[config.mk]
export PLATFORM = sky130hd
export DESIGN_NAME = ifa_bus_arbiter
export DESIGN_NICKNAME = d
export VERILOG_FILES = /design/src/rtl/ifa_arb_pkg.sv /design/src/rtl/rr_pick.sv /design/src/rtl/ifa_bus_arbiter.sv
export SDC_FILE = /design/constraint.sdc
export NUM_CORES = 1
export LEC_CHECK = 0
export BUFFER_PORTS_ARGS = -buffer_cell sky130_fd_sc_hd__buf_2
export CAP_MARGIN = 0
export CELL_PAD_IN_SITES_DETAIL_PLACEMENT = 1
export CELL_PAD_IN_SITES_GLOBAL_PLACEMENT = 2
export CORE_ASPECT_RATIO = 0.7
export CORE_MARGIN = 3
export CORE_UTILIZATION = 28
export DETAILED_ROUTE_END_ITERATION = 8
export PLACE_DENSITY_LB_ADDON = 0.2
export SLEW_MARGIN = 5
export SYNTH_ARGS = -nofsm -noshare
export SYNTH_HDL_FRONTEND = slang
export SYNTH_SLANG_ARGS = --single-unit
[constraint.sdc]
create_clock -name clk -period 4.3 [get_ports clk]
set_clock_uncertainty 0.1 [all_clocks]
set_input_delay 0.43 -clock clk [delete_from_list [all_inputs] [get_ports clk]]
set_output_delay 0.43 -clock clk [all_outputs]
set_load 0.01 [all_outputs]
[src/rtl/ifa_arb_pkg.sv]
// rtl/ifa_arb_pkg.sv - shared types and constants for the ifa bus arbiter
package ifa_arb_pkg;

    typedef enum logic [1:0] {
        IDLE  = 2'd0,
        GRANT = 2'd1,
        START = 2'd2,
        WAIT  = 2'd3
    } arb_state_t;

    localparam logic [1:0] MODE_READ  = 2'd0;
    localparam logic [1:0] MODE_WRITE = 2'd1;

    localparam int DEFAULT_NUM_REQ = 4;

endpackage

[src/rtl/rr_pick.sv]
// rtl/rr_pick.sv - combinational round-robin picker, search starts at ptr
module rr_pick #(
    parameter int N  = 4,
    parameter int IW = $clog2(N)
) (
    input  logic [N-1:0]  req,
    input  logic [IW-1:0] ptr,
    output logic [N-1:0]  win,
    output logic          valid
);

    logic [IW:0] slot;
    logic        found;

    // Walk the requesters in priority order ptr, ptr+1, ... wrapping at N.
    always_comb begin
        win   = '0;
        found = 1'b0;
        slot  = '0;
        for (int i = 0; i < N; i++) begin
            slot = {1'b0, ptr} + (IW+1)'(i);
            if (slot >= (IW+1)'(N)) begin
                slot = slot - (IW+1)'(N);
            end
            if (!found && req[slot[IW-1:0]]) begin
                win[slot[IW-1:0]] = 1'b1;
                found             = 1'b1;
            end
        end
    end

    assign valid = |req;

endmodule

[src/rtl/ifa_bus_arbiter.sv]
// rtl/ifa_bus_arbiter.sv - round-robin ifa bus arbiter/sequencer; IFA_ARB_TIMEOUT_EN adds a WAIT timeout abort
module ifa_bus_arbiter
    import ifa_arb_pkg::*;
#(
    parameter int NUM_REQ = DEFAULT_NUM_REQ,
    parameter int ADDR_W  = 8,
    parameter int TIMEOUT = 15
) (
    input  logic                      clk,
    input  logic                      rst,
    input  logic [NUM_REQ-1:0]        req_i,
    input  logic [NUM_REQ*ADDR_W-1:0] addr_i,
    input  logic [NUM_REQ*2-1:0]      mode_i,
    output logic [NUM_REQ-1:0]        gnt_o,
    output logic [NUM_REQ-1:0]        done_o,
    output logic                      err_o,
    output logic                      bus_req,
    output logic                      bus_gnt,
    output logic                      bus_start,
    output logic [ADDR_W-1:0]         bus_addr,
    output logic [1:0]                bus_mode,
    input  logic                      bus_rdy
);

    localparam int IW = $clog2(NUM_REQ);

    arb_state_t          state, state_d;
    logic [IW-1:0]       rr_ptr, win_idx, pick_idx, next_ptr;
    logic [NUM_REQ-1:0]  pick_win;
    logic                pick_valid, pick, finish, timeout;
    logic [NUM_REQ-1:0]  gnt_d, done_d;
    logic [ADDR_W-1:0]   addr_d;
    logic [1:0]          mode_d;
    logic                start_d;

    rr_pick #(.N(NUM_REQ)) u_pick (
        .req   (req_i),
        .ptr   (rr_ptr),
        .win   (pick_win),
        .valid (pick_valid)
    );

    always_comb begin
        pick_idx = '0;
        for (int i = 0; i < NUM_REQ; i++) begin
            if (pick_win[i]) begin
                pick_idx = IW'(i);
            end
        end
    end

    // Arbitration is held off while done_o is up so the finished master can drop its request first.
    assign pick     = (state == IDLE) && !(|done_o) && pick_valid;
    assign finish   = (state == WAIT) && (bus_rdy || timeout);
    assign next_ptr = (win_idx == IW'(NUM_REQ-1)) ? '0 : win_idx + IW'(1);

`ifdef IFA_ARB_TIMEOUT_EN
    localparam int CW = $clog2(TIMEOUT+1);
    logic [CW-1:0] wait_cnt;

    always_ff @(posedge clk) begin
        if (rst || state != WAIT) begin
            wait_cnt <= '0;
        end else begin
            wait_cnt <= wait_cnt + CW'(1);
        end
    end

    assign timeout = (state == WAIT) && !bus_rdy && (wait_cnt == CW'(TIMEOUT-1));

    always_ff @(posedge clk) begin
        if (rst) begin
            err_o <= 1'b0;
        end else begin
            err_o <= timeout;
        end
    end
`else
    assign timeout = 1'b0;
    assign err_o   = 1'b0;
`endif

    always_ff @(posedge clk) begin
        if (rst) begin
            state   <= IDLE;
            rr_ptr  <= '0;
            win_idx <= '0;
        end else begin
            state <= state_d;
            if (pick) begin
                win_idx <= pick_idx;
            end
            if (finish) begin
                rr_ptr <= next_ptr;
            end
        end
    end

    always_comb begin
        state_d = state;
        case (state)
            IDLE:    if (pick) state_d = GRANT;
            GRANT:   state_d = START;
            START:   state_d = WAIT;
            WAIT:    if (finish) state_d = IDLE;
            default: state_d = IDLE;
        endcase
    end

    // Next-cycle output values; the bus_addr/bus_mode registers double as the latched request.
    always_comb begin
        gnt_d   = gnt_o;
        addr_d  = bus_addr;
        mode_d  = bus_mode;
        start_d = 1'b0;
        done_d  = '0;
        case (state)
            IDLE: begin
                gnt_d  = pick ? pick_win : '0;
                addr_d = pick ? addr_i[pick_idx*ADDR_W +: ADDR_W] : '0;
                mode_d = pick ? mode_i[pick_idx*2 +: 2] : 2'd0;
            end
            GRANT: start_d = 1'b1;
            START: start_d = 1'b0;
            WAIT: begin
                if (finish) begin
                    gnt_d  = '0;
                    addr_d = '0;
                    mode_d = 2'd0;
                    done_d = gnt_o;
                end
            end
            default: begin
                gnt_d  = '0;
                addr_d = '0;
                mode_d = 2'd0;
            end
        endcase
    end

    always_ff @(posedge clk) begin
        if (rst) begin
            gnt_o     <= '0;
            done_o    <= '0;
            bus_req   <= 1'b0;
            bus_gnt   <= 1'b0;
            bus_start <= 1'b0;
            bus_addr  <= '0;
            bus_mode  <= 2'd0;
        end else begin
            gnt_o     <= gnt_d;
            done_o    <= done_d;
            bus_req   <= |gnt_d;
            bus_gnt   <= |gnt_d;
            bus_start <= start_d;
            bus_addr  <= addr_d;
            bus_mode  <= mode_d;
        end
    end

endmodule

==> impl_results.md <==
- Post-synthesis compound-gate area fraction: 28.28%
- Post-detailed-route wirelength per cell: 16.40 µm
- Pre-antenna DRT Iters: 4
- Synth warnings: 0
- Worst-path cell chain: inv_1, ha_1, or3b_1, a2111oi_2, or2_1, a221o_1, or3_1, o221ai_1
- Total I/O pin count: 69
- Ys flop type: dfxtp_1
- Worst skew pair latency: 270 ps
- First-pass GRT wire length: 8976 µm
- Routed WL: 5362 µm
- GR peak layer: met1
- Share of cells above drive strength 1: 31.76%
- Hold slack final: 337.9 ps
- Finished Layout Cells: 327
- Commonest non-fill, non-tap cell in the layout: buf_2
- Post-DRT Antenna Nets: 0
- PD cells: 471.8 mW/mm²
- Number of synthesized register bits: 26
- Sequential fraction of the synthesis area: 31.71%
- Worst setup margin: 575.0 ps
- Synth Net Count: 251
- Lkg Pwr: 0.9525 nW
- Mean Syn Cell Area: 8.506 µm²
- Post-synth EDFFs: 0
- FFs w/ async S/R, synth: 0%
- Clock-pin slew on the worst setup and hold paths: 100 ps
- Worst hold path class: input pin to flip-flop
- TritonCTS clock tree: yes
- Worst slew pin tran: 752.9 ps
- Largest family of logic cells by synthesized area: compound AO/OA/AOI/OAI gates
- Overall Global Routing Usage: 15.94%
- Maximum clock path buffer count: 2
- DRT iter0 DRCs: 59
- Pre-CTS WS: 602.9 ps
- Final TNS setup: 0 ps
- Max incr delay on CP: 670 ps
- Filler cell count in the final layout: 702
- Slew Limit Fails: 0
- # resized after CTS: 0
- Fmax: 0.2685 GHz
- Adder-cell share of the synthesized area: 8.384%
- WP data arrival: 3770 ps
- Post-route core utilization: 38.52%
- DR vias: 1690
- Final setup vio count: 0
- Vias in the first global route: 1816
- Commonest cells after routing, fill and taps aside: 67 x buf_2, 26 x dfxtp_1, 16 x o21ai_0, 15 x inv_1, 15 x nand2_1
- Overflow after GRT: 0
- Final #Nets: 314
- Critical Path Fanout Max: 14
- Die Ht: 70.06 µm
- RD Place Congestion: 0.8249
- CP top delay family: compound AO/OA/AOI/OAI gates
- Crit share post-route: 86.63%
- Simple-gate share of the synthesized area: 18.22%
- Final instance area: 0.002100 mm²
- Post-Syn Area: 0.001642 mm²
- Core Footprint: 0.005450 mm²
- Hold-fix buffers, CTS: 0
- Design Power: 990.5 µW
- RSZ-0062 raised after global routing: no
- Worst Path Buf+Inv: 1
- Post-CTS Repair Setup Buffers: 0
- Met1 Usage GRT: 24.12%
- Critical path required time: 4350 ps
- Final Hold Viols: 0
- Minimum clock period: 3725 ps
- Detail-routed via count per cell: 5.168
- Die Wd: 97.52 µm
- Placed Area: 0.002028 mm²
- # port buffers: 67
- DP Cell Count: 323
- Met2 GRT Util: 23.31%
- Critical path class: flip-flop to flip-flop
- Synth Instances: 193
- Largest net degree at the start of global routing: 17
- N_diodes: 0
- Root Buffer: clkbuf_8
- DRC errors left: 0
- Initial core utilization: 30.12%
- Peak VDD IR: 0.0001816 V
- CP Capture Type: flip-flop
- Synth cell types: 45
- Worst rel slew slack: 49.62%
- Maxcap violations: 0
- GR Util met3: 4.192%
- Sink Count: 26
- Final HPWL DP: 4222 µm
- P&R area growth vs syn: 27.90%
- XOR/XNOR Fraction of Synth Area: 0%
- Die ar.: 0.006832 mm²
- Crit start category: flip-flop
- Crit-path slowest cell: dfxtp_1
- Initial antenna violation count: 0
- Row Count: 22
- H-tree depth: 1
- Mux cell area share after synthesis: 6.021%
- Status: finished, final reports clean
- CTS Buf Count: 3
==> power breakdown <==
group          switching (mW)  leakage, nW  internal [mW]
clock network          0.0851       0.0357          0.125
logic                   0.249        0.704          0.175
registers              0.0471        0.213          0.310
==> path summary, 6_finish.rpt <==
path                                    end  cells past startpoint   startpoint  slack, ps
worst max-delay path            bus_addr[7]                      8    rr_ptr[0]        580
worst min-delay path              rr_ptr[1]                      3      bus_rdy        340
worst max register to register  bus_addr[7]                      8    rr_ptr[0]        580
worst min register to register  bus_addr[4]                      2  bus_addr[4]        370
==> synthesized netlist by cell type, types with 2 or more instances <==
master	count	share of area, %
buf_4	2	0.91
nor2b_1	3	1.1
ha_1	11	8.4
a21oi_1	6	1.8
nor4_1	2	0.76
o21a_1	2	0.91
o221ai_1	10	5.3
a21o_1	2	0.91
dfxtp_1	26	32
nand2_1	15	3.4
inv_1	15	3.4
and2_1	5	1.9
nand3_1	2	0.61
o21ai_0	16	4.9
mux4_2	3	4.1
o21ai_1	2	0.61
nor2_1	14	3.2
and3b_1	2	1.1
mux2i_1	2	1.2
clkbuf_1	8	1.8
or4_1	2	0.91
a22oi_1	3	1.4
nor3_1	7	2.1
a221oi_1	12	6.4
==> logic make-up after synthesis <==
family / after synthesis
AND/OR/NAND/NOR: 59
adder cells (fa/ha/maj): 11
buffers and inverters: 27
other: 1
flip-flops: 26
AO/OA/AOI/OAI: 63
multiplexers: 6
==> metal layers <==
metal	up-vias	wire length, µm
met2	35	2260
li1	842	-
met4	0	15
met3	2	215
met1	811	2870
met5	-	0
==> sequential cells by signal (all words and copies together) (netlist names) <==
register,cells
bus_mode,2
bus_start,1
gnt_o,4
rr_ptr,2
bus_addr,8
bus_gnt,1
win_idx,2
state,2
done_o,4
==> tightest hold or removal path, stage by stage <==
cell and delay [ps]:
buf_2 110, nand3_1 70, a21oi_1 50
==> final cells by class <==
class | count | area (µm²) | share of cell area, %
clock buffer | 3 | 41.29 | 1.967
clock inverter | 1 | 30.03 | 1.430
inverter | 15 | 56.30 | 2.682
multi-input combinational | 140 | 1003 | 47.79
sequential | 26 | 520.5 | 24.79
tap | 72 | 90.09 | 4.291
timing repair buffer | 70 | 357.8 | 17.04
Note: power is estimated with default switching activity, not from simulation.
